==> src/rtl/conv2_layer_ctrl.sv <==
// conv2_layer_ctrl: sequencer for the Convolution 2 layer.
// Walks 3 kernel pairs x 64 output positions. Each position takes 28 cycles:
// CLEAR, 25 ACCUM cycles, DRAIN and WRITE. Each cycle it issues two weight
// addresses, one feature address and the MAC/write strobes.
// All outputs are registered. They are computed from the next-state values,
// so every output lines up with the state it belongs to.
// Optional feature: define CONV2_ABORT_EN to add the abort input. Abort
// cancels a running layer with no write and no done pulse.
module conv2_layer_ctrl #(
    parameter int IN_DIM     = 12,
    parameter int K_DIM      = 5,
    parameter int OUT_DIM    = IN_DIM - K_DIM + 1,
    parameter int N_PAIRS    = 3,
    parameter int BANK1_BASE = 75
) (
    input  logic       clk,
    input  logic       reset,
`ifdef CONV2_ABORT_EN
    input  logic       abort,
`endif
    input  logic       start,
    output logic       busy,
    output logic       done,
    output logic [1:0] pair,
    output logic [7:0] w_addr0,
    output logic [7:0] w_addr1,
    output logic [7:0] f_addr,
    output logic       mac_clr,
    output logic       mac_en,
    output logic       wr_en,
    output logic [8:0] out_addr0,
    output logic [8:0] out_addr1
);

    localparam int K_WORDS = K_DIM * K_DIM;
    localparam int N_POS   = OUT_DIM * OUT_DIM;

    typedef enum logic [2:0] {
        S_IDLE,
        S_CLEAR,
        S_ACCUM,
        S_DRAIN,
        S_WRITE,
        S_DONE
    } state_t;

    state_t     state, state_n;
    logic [4:0] k, k_n;            // linear kernel index 0..24
    logic [2:0] kr, kr_n;          // kernel row of k
    logic [2:0] kc, kc_n;          // kernel column of k
    logic [2:0] ocol, ocol_n;
    logic [2:0] orow, orow_n;
    logic [1:0] pair_q, pair_n;

    logic       last_pos;
    logic       abort_hit;
    logic [7:0] w0_n, w1_n, f_n;
    logic [8:0] o0_n, o1_n;

    assign last_pos = (ocol == 3'(OUT_DIM - 1)) && (orow == 3'(OUT_DIM - 1)) &&
                      (pair_q == 2'(N_PAIRS - 1));

`ifdef CONV2_ABORT_EN
    assign abort_hit = abort && (state != S_IDLE);
`else
    assign abort_hit = 1'b0;
`endif

    // State and position counters
    always_ff @(posedge clk or posedge reset) begin
        if (reset) begin
            state  <= S_IDLE;
            k      <= '0;
            kr     <= '0;
            kc     <= '0;
            ocol   <= '0;
            orow   <= '0;
            pair_q <= '0;
        end else begin
            state  <= state_n;
            k      <= k_n;
            kr     <= kr_n;
            kc     <= kc_n;
            ocol   <= ocol_n;
            orow   <= orow_n;
            pair_q <= pair_n;
        end
    end

    // Next-state and counter stepping. Counters are rewound on every path
    // back to IDLE, so a new start always begins at pair 0, position 0.
    always_comb begin
        state_n = state;
        k_n     = k;
        kr_n    = kr;
        kc_n    = kc;
        ocol_n  = ocol;
        orow_n  = orow;
        pair_n  = pair_q;
        case (state)
            S_IDLE: begin
                if (start) begin
                    state_n = S_CLEAR;
                    k_n     = '0;
                    kr_n    = '0;
                    kc_n    = '0;
                    ocol_n  = '0;
                    orow_n  = '0;
                    pair_n  = '0;
                end
            end
            S_CLEAR: state_n = S_ACCUM;
            S_ACCUM: begin
                if (k == 5'(K_WORDS - 1)) begin
                    // Hold k at its last value so DRAIN keeps the addresses.
                    state_n = S_DRAIN;
                end else begin
                    k_n = k + 5'd1;
                    if (kc == 3'(K_DIM - 1)) begin
                        kc_n = '0;
                        kr_n = kr + 3'd1;
                    end else begin
                        kc_n = kc + 3'd1;
                    end
                end
            end
            S_DRAIN: state_n = S_WRITE;
            S_WRITE: begin
                k_n  = '0;
                kr_n = '0;
                kc_n = '0;
                if (last_pos) begin
                    state_n = S_DONE;
                    ocol_n  = '0;
                    orow_n  = '0;
                    pair_n  = '0;
                end else begin
                    state_n = S_CLEAR;
                    if (ocol == 3'(OUT_DIM - 1)) begin
                        ocol_n = '0;
                        if (orow == 3'(OUT_DIM - 1)) begin
                            orow_n = '0;
                            pair_n = pair_q + 2'd1;
                        end else begin
                            orow_n = orow + 3'd1;
                        end
                    end else begin
                        ocol_n = ocol + 3'd1;
                    end
                end
            end
            S_DONE:  state_n = S_IDLE;
            default: state_n = S_IDLE;
        endcase
        if (abort_hit) begin
            state_n = S_IDLE;
            k_n     = '0;
            kr_n    = '0;
            kc_n    = '0;
            ocol_n  = '0;
            orow_n  = '0;
            pair_n  = '0;
        end
    end

    // Address arithmetic on the next-state counters (unsigned, never wraps)
    always_comb begin
        w0_n = 8'(pair_n) * 8'(K_WORDS) + 8'(k_n);
        w1_n = w0_n + 8'(BANK1_BASE);
        f_n  = (8'(orow_n) + 8'(kr_n)) * 8'(IN_DIM) + 8'(ocol_n) + 8'(kc_n);
        o0_n = 9'(pair_n) * 9'(2 * N_POS) + 9'(orow_n) * 9'(OUT_DIM) + 9'(ocol_n);
        o1_n = o0_n + 9'(N_POS);
    end

    // Registered outputs. mac_en trails each address by one cycle because
    // the memories have one cycle of read latency. It is therefore off on
    // the first ACCUM cycle and on during DRAIN.
    always_ff @(posedge clk or posedge reset) begin
        if (reset) begin
            busy      <= 1'b0;
            done      <= 1'b0;
            pair      <= '0;
            w_addr0   <= '0;
            w_addr1   <= '0;
            f_addr    <= '0;
            mac_clr   <= 1'b0;
            mac_en    <= 1'b0;
            wr_en     <= 1'b0;
            out_addr0 <= '0;
            out_addr1 <= '0;
        end else begin
            busy    <= (state_n != S_IDLE);
            done    <= (state_n == S_DONE);
            pair    <= pair_n;
            mac_clr <= (state_n == S_CLEAR);
            mac_en  <= ((state_n == S_ACCUM) && (k_n != 5'd0)) || (state_n == S_DRAIN);
            wr_en   <= (state_n == S_WRITE);
            if (state_n == S_IDLE) begin
                w_addr0   <= '0;
                w_addr1   <= '0;
                f_addr    <= '0;
                out_addr0 <= '0;
                out_addr1 <= '0;
            end else begin
                w_addr0   <= w0_n;
                w_addr1   <= w1_n;
                f_addr    <= f_n;
                out_addr0 <= o0_n;
                out_addr1 <= o1_n;
            end
        end
    end

endmodule
==> config.mk <==
export PLATFORM = sky130hd
export DESIGN_NAME = conv2_layer_ctrl
export DESIGN_NICKNAME = d
export VERILOG_FILES = /design/src/rtl/conv2_layer_ctrl.sv
export SDC_FILE = /design/constraint.sdc
export NUM_CORES = 1
export LEC_CHECK = 0
export ABC_AREA = 1
export BUFFER_PORTS_ARGS = -buffer_cell sky130_fd_sc_hd__buf_4
export CAP_MARGIN = 10
export CORE_UTILIZATION = 61
export DETAILED_ROUTE_END_ITERATION = 10
export PLACE_DENSITY = 0.94
export RECOVER_POWER = 50
export SETUP_SLACK_MARGIN = 0.05
export SYNTH_ARGS = -nofsm -noshare
export SYNTH_HDL_FRONTEND = slang
export SYNTH_SLANG_ARGS = --single-unit
==> constraint.sdc <==
create_clock -name clk -period 9.26 [get_ports clk]
set_input_delay 0.463 -clock clk [delete_from_list [all_inputs] [get_ports clk]]
set_output_delay 0.463 -clock clk [all_outputs]
set_load 0.01 [all_outputs]
== After elaboration in Yosys (flattened, before gate mapping) ==
Cells that the tools add are included.

* Register bits after elaboration: 69
* Input bits: 3
* Output and inout port bits: 49

* $add $sub $neg: 14
* Multiply operators: 2
* Equal/unequal tests: 14
* Mux-type cells: 34
* Reduce and logical (&&, ||, !) cells: 8

{| class="wikitable"
|+ Operators with widths
! cell !! count
|-
| 3-bit two-way mux || 16
|-
| 8-bit two-way mux || 3
|-
| 3-bit == test (second input constant) || 6
|-
| 9-bit two-way mux || 2
|-
| 3-bit one-hot mux with 3 select lines || 2
|-
| 8-bit by 3-bit adder with 8-bit output || 2
|-
| 3-bit one-hot mux with 5 select lines || 1
|-
| 5-bit one-hot mux with 3 select lines || 1
|-
| 3-bit by 1-bit adder with 3-bit output (second input constant) || 4
|-
| 3-bit by 2-bit == test with 1-bit output (second input constant) || 4
|-
| 3-bit one-hot mux with 2 select lines || 2
|-
| 5-bit two-way mux || 2
|-
| 9-bit by 3-bit adder with 9-bit output || 1
|-
| 9-bit by 6-bit adder with 9-bit output || 1
|-
| 9-bit by 7-bit adder with 9-bit output (second input constant) || 1
|-
| 7-bit by 5-bit adder with 8-bit output || 1
|-
| 8-bit by 7-bit adder with 8-bit output (second input constant) || 1
|-
| 2-bit two-way mux || 4
|-
| 2-bit by 5-bit multiplier with 7-bit output (second input constant) || 1
|-
| 3-bit by 1-bit == test with 1-bit output (second input constant) || 2
|-
| 3-bit zero test || 2
|-
| 4-bit by 2-bit multiplier with 6-bit output (second input constant) || 1
|-
| 5-bit by 1-bit adder with 5-bit output (second input constant) || 1
|-
| 5-bit == test (second input constant) || 1
|-
| 8 further kinds || 10
|}

== Logic depth before layout (Yosys ltp) ==
Gate-level depths: netlist of the first run.

* Word-level depth: 10
* Mapped depth: 22

== Least setup slack after synthesis of the first run ==
No wires, ideal clock.

* Kind: register to register
* From: register ocol[0]
* To: register f_addr[7]
* Library setup time: 0.119 ns
* Arrival: 3.187 ns
* Required time: 9.141 ns
* Setup slack: 5.954 ns
* Stages on the path, launching flop included: 20
* Path buffers: 0
* Path through: dfrtp_1 > ha_1 > ha_1 > inv_1 > nor3_1 > a211oi_1 > nor2_1 > ha_1 > inv_1 > fa_1 > inv_1 > ha_1 > inv_1 > fa_1 > xnor2_1 > inv_1 > nor2_1 > nand3_1 > nand2_1 > nor2_1

* Longest elaborated chain between the ends: 10
* Elaborated cells between the ends (all ways): 19
* Those cells by class: 4 x add/sub; 1 x mul; 1 x eq/ne; 10 x mux; 3 x reduce/logical

{| class="wikitable"
|+ Ends and longest elaborated chain
! item !! RTL line !! text
|-
| start, declared || 51 || <nowiki>logic [2:0] ocol, ocol_n;</nowiki>
|-
| start signal, assigned || 84 || <nowiki>ocol <= ocol_n;</nowiki>
|-
| 3-bit == test || 60, 139 ||
|-
| 1-bit logical AND (2 in series) || 60 || <nowiki>assign last_pos = (ocol == 3'(OUT_DIM - 1)) && (orow == 3'(OUT_DIM - 1)) &&</nowiki>
|-
| 3-bit two-way mux || 132 || <nowiki>if (last_pos) begin</nowiki>
|-
| 3-bit one-hot mux with 2 select lines || 100 || <nowiki>case (state)</nowiki>
|-
| 3-bit by 3-bit adder with 4-bit output || 170 || <nowiki>f_n = (8'(orow_n) + 8'(kr_n)) * 8'(IN_DIM) + 8'(ocol_n) + 8'(kc_n);</nowiki>
|-
| 4-bit by 2-bit multiplier with 6-bit output || 170 ||
|-
| 8-bit by 3-bit adder with 8-bit output (2 in series) || 170 ||
|-
| 8-bit two-way mux (*) || 198 || <nowiki>if (state_n == S_IDLE) begin</nowiki>
|-
| end signal, assigned || 207 || <nowiki>f_addr <= f_n;</nowiki>
|-
| end, declared || 27 || <nowiki>output logic [7:0] f_addr,</nowiki>
|}

Every way passes the cells marked *; elsewhere a longest branch is shown, timed or not.

== Worst setup path after layout of the first run ==
* From: register k[0]
* To: register f_addr[7]

* Longest elaborated chain between the ends: 8
* Elaborated cells between the ends (all ways): 13
* Those cells by class: 3 x add/sub; 1 x mul; 1 x eq/ne; 7 x mux; 1 x reduce/logical

{| class="wikitable"
|+ Ends and longest elaborated chain
! item !! RTL line !! text
|-
| start, declared || 48 || <nowiki>logic [4:0] k, k_n;</nowiki>
|-
| start signal, assigned || 81 || <nowiki>k <= k_n;</nowiki>
|-
| 5-bit == test || 114 || <nowiki>if (k == 5'(K_WORDS - 1)) begin</nowiki>
|-
| 3-bit two-way mux || 114 ||
|-
| 3-bit one-hot mux with 3 select lines || 100 ||
|-
| named net kr_n[0] || 49 || <nowiki>logic [2:0] kr, kr_n;</nowiki>
|-
| 3-bit by 3-bit adder with 4-bit output || 170 ||
|-
| 4-bit by 2-bit multiplier with 6-bit output || 170 ||
|-
| 8-bit by 3-bit adder with 8-bit output (2 in series) || 170 ||
|-
| 8-bit two-way mux || 198 ||
|}

The timed path passes the listed nets, and every way through them passes these cells.

==> summary.md, run 1 <==
| Metric | Value |
|---|---|
| Outcome | `complete, but fails checks` |
| Failing checks | `max-capacitance violations, max-slew violations` |
| Die area | `around 5700 sq um` |
| Highest Signal Layer | `met4` |
| Row Count | `26` |
| CP startpoint kind | `register` |
| WL met2 | `between 3000 and 4000 um` |
| Cells after synthesis | `between 300 and 400` |
| Top Ports | `52` |
| Cts repair resizes | `0` |
| Fin crit period | `between 3 and 4 ns` |
| Postcts setup bufs | `0` |
| Initial Util | `63.61%` |
| Synth top cells by count | `nand2_1 (68), dfrtp_1 (58), nor2_1 (55), inv_1 (54), ha_1 (31)` |
| Max VDD drop | `between 0.1 and 0.15 mV` |
| Met1 WL | `about 2900 um` |
| Routed length on met3 | `451 um` |
| Area after DPL | `3626 sq um` |
| CTS sink cnt | `58` |
| Vias in the first global route | `2,579` |
| Top-count cell post-synth | `nand2_1` |
| Synth Area per Inst | `about 8.8 sq um` |
| CTS H-tree lvls | `3` |
| Clk Latency, worst-skew pair | `between 0.3 and 0.4 ns` |
| Core box area | `just over 5000 sq um` |
| Max Cap Violations | `1` |
| Port buffer count | `between 40 and 50` |
| Post-synth EDFFs | `0` |
| Flops & latches, synth | `58` |
| Global-route wire length before repair | `between 10,000 and 15,000 um` |
| Unrepaired setup endpoints after global routing | `false` |
| Clock-pin slew on the worst setup and hold paths | `~0.060 ns` |
| Final Hold Slack | `0.4445 ns` |
| Layout area overhead | `15.12%` |
| DP Worst Slack | `between 5 and 6 ns` |
| Final count of hold timing violations | `0` |
| Drt via density | `5.324` |
| Worst-margin pin slew | `approximately 3.1 ns` |
| Mapped Area | `3269 sq um` |
| Detailed Route WL | `between 7000 and 8000 um` |
| CTS Root Cell | `clkbuf_8` |
| HP Start | `start` |
| Setup TNS | `0 ns` |
| Fmax | `0.2585 GHz` |
| DR WL/cell | `around 15 um` |
| Cells along the critical path | `inv_1 -> ha_1 -> nand2_1 -> nor2_1 -> nor2_1 -> inv_1 -> a21oi_1 -> mux2i_1 -> ha_1 -> inv_1 -> fa_1 -> inv_1 -> ha_1 -> inv_1 -> fa_1 -> xnor2_1 -> inv_1 -> nor2_1 -> nand3_1 -> nand2_1 -> nor2_1` |
| Critical path's top delay family | `adder cells` |
| Final Skew | `0.009791 ns` |
| Yosys warns | `0` |
| Finished Cell Area | `approximately 3800 sq um` |
| Total gr overflow | `0` |
| Most frequent cell on the critical path | `inv_1` |
| Residual DRC | `0` |
| P per Cell Area | `138.9 nW/um^2` |
| Crit path max-delay cell type | `fa_1` |
| Detailed Route Iter0 Violations | `162` |
| Asr flop ratio synth | `between 90% and 100%` |
| Relative slew slack | `-103.8%` |
| Via count | `approximately 2,600` |
| Synth top area share | `between 40% and 50%` |
| Synth top area cells | `dfrtp_1 (44%), ha_1 (12%), nand2_1 (7.8%), nor2_1 (6.3%), inv_1 (6.2%)` |
| CTS buffer count | `9` |
| Nets | `between 400 and 500` |
| Pleak | `approximately 0.0020 uW` |
| Worst path max stage delay | `0.47 ns` |
| Hold buffers post-CTS | `0` |
| Largest net degree at the start of global routing | `59` |
| CTS Buffer Depth | `2` |
| Tot GR Track Use | `between 20% and 30%` |
| Critical Path Start | `k[0]` |
| Crit. End Element | `register` |
| Post-DRT Antenna Nets | `0` |
| Synth cell types | `36` |
| Sum of buffers and inverters on the critical path | `6` |
| Initial antenna violation count | `0` |
| Final worst path period share | `between 40% and 50%` |
| CP arrival | `~4.1 ns` |
| Layout cells sized above 1 | `approximately an eighth` |
| Min-delay worst type | `in -> reg` |
| Die Y-Extent | `75.21 um` |
| Reg-to-reg startpoint | `k[0]` |
| Final setup fails | `0` |
| Inserted Diodes | `0` |
| Top FF cell, synth | `dfrtp_1` |
| GPL Wtd Cong | `0.8572` |
| Setup CP Type | `reg -> reg` |
| CTS tree | `done` |
| Register area share after synthesis | `roughly 44%` |
| WP data required | `9.50 ns` |
| Cell taking the most area after synthesis | `dfrtp_1` |
| Crit-path max FO | `5` |
| Fin worst setup slack | `about 5.4 ns` |
| Max-slew violations | `59` |
| HPWL after detailed placement | `~5200 um` |
| Die X | `between 70 and 80 um` |
| Drt pass-1 iters | `5` |
[sequential cells by signal (all words and copies together) (netlist names)]
| signal | cells |
|---|---|
| done | 1 |
| f_addr | 8 |
| k | 5 |
| kc | 3 |
| kr | 3 |
| mac_clr | 1 |
| mac_en | 1 |
| ocol | 3 |
| orow | 3 |
| out_addr0 | 1 |
| out_addr1 | 8 |
| pair | 2 |
| state | 3 |
| w_addr0 | 7 |
| w_addr1 | 8 |
| wr_en | 1 |
[through the flow]
| step | power [uW] | utilization, % | instances |
|---|---|---|---|
| after detailed placement | 264.7 | 70.55 | 478 |
| after global placement | 264.5 | 70.55 | 478 |
| after floorplan | 262.9 | - | 372 |
| after CTS | 522.1 | 74.83 | 494 |
| after global routing | 533.0 | 73.22 | 494 |
| final | 522.9 | 73.22 | 494 |
[tightest hold or removal path: cells and delay by family]
| kind | cells | cell delay (ns) |
|---|---|---|
| AND/OR/NAND/NOR | 2 | 0.14 |
| AO/OA/AOI/OAI | 1 | 0.06 |
| buffers and inverters | 1 | 0.09 |
[layout make-up]
class | instances | area [sq um]
sequential | 58 | 1451
multi-input combinational | 244 | 1499
tap | 70 | 87.58
clock buffer | 12 | 145.1
inverter | 56 | 212.7
clock inverter | 4 | 75.07
timing repair buffer | 50 | 292.8
fill | 378 | 1376
[cell families after synthesis]
logic type / after synthesis / share of synthesized area (%)
other: 1 / 0.1147
DFF: 58 / 44.39
buffers and inverters: 70 / 9.873
muxes: 1 / 0.3062
xor gates and xnor gates: 5 / 1.340
AOI/OAI and AO/OA: 43 / 7.654
adders and majority gates: 37 / 15.54
and+or+nand+nor: 156 / 20.78
[layer usage]
layer,vias to the layer above,track usage (%)
met5,-,0
met4,0,13.58
met3,20,7.229
met2,97,49.95
met1,1254,34.09
li1,1259,-
[cells in the final DEF (no fill, tap or decap), drive strengths merged, types with 2 or more instances in the layout]
cell type	synthesis	layout
nand2	70	70
dfrtp	58	58
nor2	58	58
inv	56	56
clkbuf	0	35
ha	31	31
buf	14	27
o21ai	18	18
nand3	17	17
a21oi	14	14
fa	6	6
nor3	6	6
o22ai	3	3
xor2	3	3
o21bai	3	3
nand4	3	3
o211ai	2	2
xnor2	2	2
conb	1	2
clkinvlp	0	2
bufinv	0	2
[power breakdown]
part	switching (uW)	leakage (uW)	internal [uW]
Sequential	0	0.000686	253
Combinational	5.43	0.00120	0.647
Clock	105	0.000103	159
[worst paths after layout]
kind	slack [ns]	endpoint	cells after the start
min in group asynchronous	1.29	w_addr0[0]	3
worst min-delay path	0.44	out_addr1[5]	4
worst max register to register	5.39	f_addr[7]	21
max in group asynchronous	6.25	ocol[1]	3
worst max-delay path	5.39	f_addr[7]	21
worst min register to register	0.57	kr[0]	1
(Power assumes the default switching activity.)
==> run 2, diff against run 1 <==
- ABC_AREA: 1 -> 0
- CORE_UTILIZATION: 61 -> 51
- PLACE_DENSITY: 0.94 -> 0.85
- clock period: 9.26 -> 3.22 ns (I/O delays scaled with it)
==> run 2 against run 1 <==
Effect of this change: the flow finishes with violations (max-capacitance violations, max-slew violations, negative setup slack); synthesized cell count is 17% lower; critical path depth shrank 3; worst hold slack got worse by 0.15 ns; cell count is 3.8% higher; clock power up 140%; wire length rose by 59%; clock skew decreased by 0.0018 ns; register-to-register slack got worse by 5.9 ns; area after synthesis down 1.0%; setup slack got worse by 5.9 ns; maximum frequency is 4.3% higher; power rose to 2.8 times the previous value; largest cell class unchanged.
==> summary.md, run 2 <==
| Metric | Value |
|---|---|
| Initial antenna violation count | `0` |
| Synth Area per Inst | `roughly 11 sq um` |
| Max VDD drop | `about 0.29 mV` |
| Clock-pin slew on the worst setup and hold paths | `~0.070 ns` |
| Die Y-Extent | `slightly above 80 um` |
| DR WL/cell | `22.42 um` |
| CP arrival | `3.99 ns` |
| Initial Util | `between 50 and 60%` |
| Top flop regs | `f_addr: 8 flops, out_addr1: 8 flops, w_addr1: 8 flops` |
| Max-slew violations | `42` |
| Core box area | `6026 sq um` |
| Mapped Area | `3236 sq um` |
| Final Skew | `0.008027 ns` |
| Tot GR Track Use | `33.03%` |
| Residual DRC | `0` |
| Register area share after synthesis | `between 40% and 50%` |
| Post-synth EDFFs | `0` |
| Synth top area cells | `dfrtp_1 (45%), ha_1 (12%), fa_1 (3.7%), inv_1 (3.1%), nor2_1 (3.0%)` |
| Detailed Route Iter0 Violations | `about 290` |
| Finished Cell Area | `between 4000 and 5000 sq um` |
| Fin cells | `513` |
| Unrepaired setup endpoints after global routing | `true` |
| Yosys warns | `0` |
| Layout cells sized above 1 | `between 40% and 50%` |
| Most frequent cell on the critical path | `inv_2` |
| Worst path max stage delay | `0.56 ns` |
| Final count of hold timing violations | `0` |
| Fin worst setup slack | `-0.4879 ns` |
| Relative slew slack | `-7.293%` |
| Crit path max-delay cell type | `fa_2` |
| Hold buffers post-CTS | `0` |
| Total gr overflow | `0` |
| CTS sink cnt | `58` |
| WP data required | `roughly 3.5 ns` |
| CTS tree | `done` |
| Post-DRT Antenna Nets | `0` |
| Max Cap Violations | `1` |
| Pleak | `roughly 0.0023 uW` |
| Worst-margin pin slew | `1.608 ns` |
| GPL Wtd Cong | `about 0.9` |
| Most frequent cells in the layout | `buf_4 (106), dfrtp_1 (57), nor2_1 (24)` |
| Detailed Route WL | `about 12,000 um` |
| Top FF cell, synth | `dfrtp_1` |
| Synth top cells by count | `dfrtp_1 (58), ha_1 (31), inv_1 (27), nor2_1 (26), nand2_1 (19)` |
| Largest net degree at the start of global routing | `42` |
| CTS Root Cell | `clkbuf_8` |
| Area after DPL | `slightly above 4000 sq um` |
| Sum of buffers and inverters on the critical path | `4` |
| Top Ports | `52` |
| Critical Path Start | `k[0]` |
| Synth cell types | `48` |
| Nets | `roughly 470` |
| Via count | `roughly 3,200` |
| Final setup fails | `6` |
| DP Cell Count | `468` |
| Min-delay worst type | `in -> async` |
| Cell taking the most area after synthesis | `dfrtp_1` |
| Reg-to-reg startpoint | `k[0]` |
| CP startpoint kind | `register` |
| Synth top area share | `between 40% and 50%` |
| Drt pass-1 iters | `5` |
| Die area | `between 6000 and 7000 sq um` |
| Inserted Diodes | `0` |
| Cells along the critical path | `inv_2 -> ha_4 -> nand4b_1 -> and3_4 -> o21bai_4 -> nand2_2 -> o21ai_4 -> ha_4 -> inv_2 -> fa_2 -> inv_2 -> ha_4 -> inv_2 -> fa_2 -> a21oi_2 -> nand2_1 -> o21a_1 -> nor3_2` |
| Vias in the first global route | `slightly above 3,000` |
| Asr flop ratio synth | `between 90% and 100%` |
| Setup CP Type | `reg -> reg` |
| Top-count cell post-synth | `dfrtp_1` |
| Crit. End Element | `register` |
| Cells after synthesis | `308` |
| CTS Buffer Depth | `2` |
| Commonest non-fill, non-tap cell in the layout | `buf_4` |
| Finished Core Util | `between 70 and 80%` |
| HPWL after detailed placement | `about 5300 um` |
| Fmax | `0.2697 GHz` |
| Fin crit period | `roughly 3.7 ns` |
| Global-route wire length before repair | `~16,000 um` |
| Port buffer count | `49` |
| Outcome | `complete, but fails checks` |
| Clk Latency, worst-skew pair | `approximately 0.35 ns` |
| Critical path's top delay family | `adder cells` |
| Crit-path max FO | `3` |
| Row Count | `28` |
| CTS H-tree lvls | `3` |
| Layout area overhead | `47.45%` |
| Final worst path period share | `115.2%` |
| Flops & latches, synth | `between 50 and 60` |
| CTS buffer count | `9` |
| Failing checks | `max-capacitance violations, max-slew violations, negative setup slack` |
| P per Cell Area | `between 300 and 400 nW/um^2` |
| Drt via density | `between 6 and 7` |
| Die X | `slightly above 80 um` |
run 2: cell count changes in the layout (fill, tap and decap cells not counted), moves of 10 or more:
| cell | change |
|---|---|
| buf_4 | +79 |
| ha_1 | -17 |
| ha_4 | +12 |
| inv_1 | -36 |
| nand2_1 | -54 |
| nand3_1 | -11 |
| nor2_1 | -31 |
| o21ai_0 | -10 |
run 2: final cells by class:
class | instances | area (sq um)
Tap cell | 75 | 93.84
Clock buffer | 14 | 172.7
Fill cell | 321 | 1255
Timing Repair Buffer | 133 | 930.9
Sequential cell | 58 | 1453
Inverter | 27 | 101.3
Clock inverter | 2 | 10.01
Multi-Input combinational cell | 204 | 2009
run 2: cells by family after synthesis:
family          Yosys count  share of synthesized area [%]
simple gates             87                          13.96
compound gates           60                          12.30
flops                    58                          44.86
buf+inv                  47                          8.004
fa+ha+maj                37                          15.70
xor+xnor                 14                          3.790
mux                       4                          1.276
other cells               1                         0.1159
run 2: final timing paths:
| check | cells past startpoint | to | slack, ns |
|---|---|---|---|
| worst max-delay path | 18 | f_addr[7] | -0.49 |
| worst min register to register | 1 | kr[2] | 0.51 |
| worst max register to register | 18 | f_addr[7] | -0.49 |
| max in group asynchronous | 3 | k[1] | 1.24 |
| min in group clk | 4 | state[0] | 0.36 |
| worst min-delay path | 2 | w_addr1[5] | 0.30 |
run 2: timing repair:
item	4_1_cts	5_1_grt
endpoints found under the setup margin	10	11
setup buffers	16	15
pin swaps	30	27
gates resized for setup	48	37
run 2: power breakdown:
part           switching (uW)  total, uW  internal, uW
clock network             302        642           340
registers                2.89        737           734
logic                    47.0       81.4          34.4
run 2: metal layers:
| metal | vias to the layer above | global-route usage, % | routed length, um |
|---|---|---|---|
| met5 | - | 0 | 0 |
| met4 | 0 | 22.63 | 809 |
| met3 | 85 | 5.667 | 880 |
| met2 | 254 | 55.50 | 5628 |
| met1 | 1525 | 38.42 | 4185 |
| li1 | 1289 | - | - |
run 2: stage by stage:
stage               total power (uW)  worst slack [ns]  hold slack [ns]  setup TNS, ns
floorplan                      786.6           -0.2175           0.4482        -0.5638
global placement               810.0           -0.1390           0.3739        -0.5287
detailed placement             811.7           -0.3227           0.4087         -1.300
CTS                             1442           -0.1472          0.03121        -0.3304
global route                    1493           -0.5706           0.3697         -2.790
finish                          1460           -0.4879           0.2990         -2.001
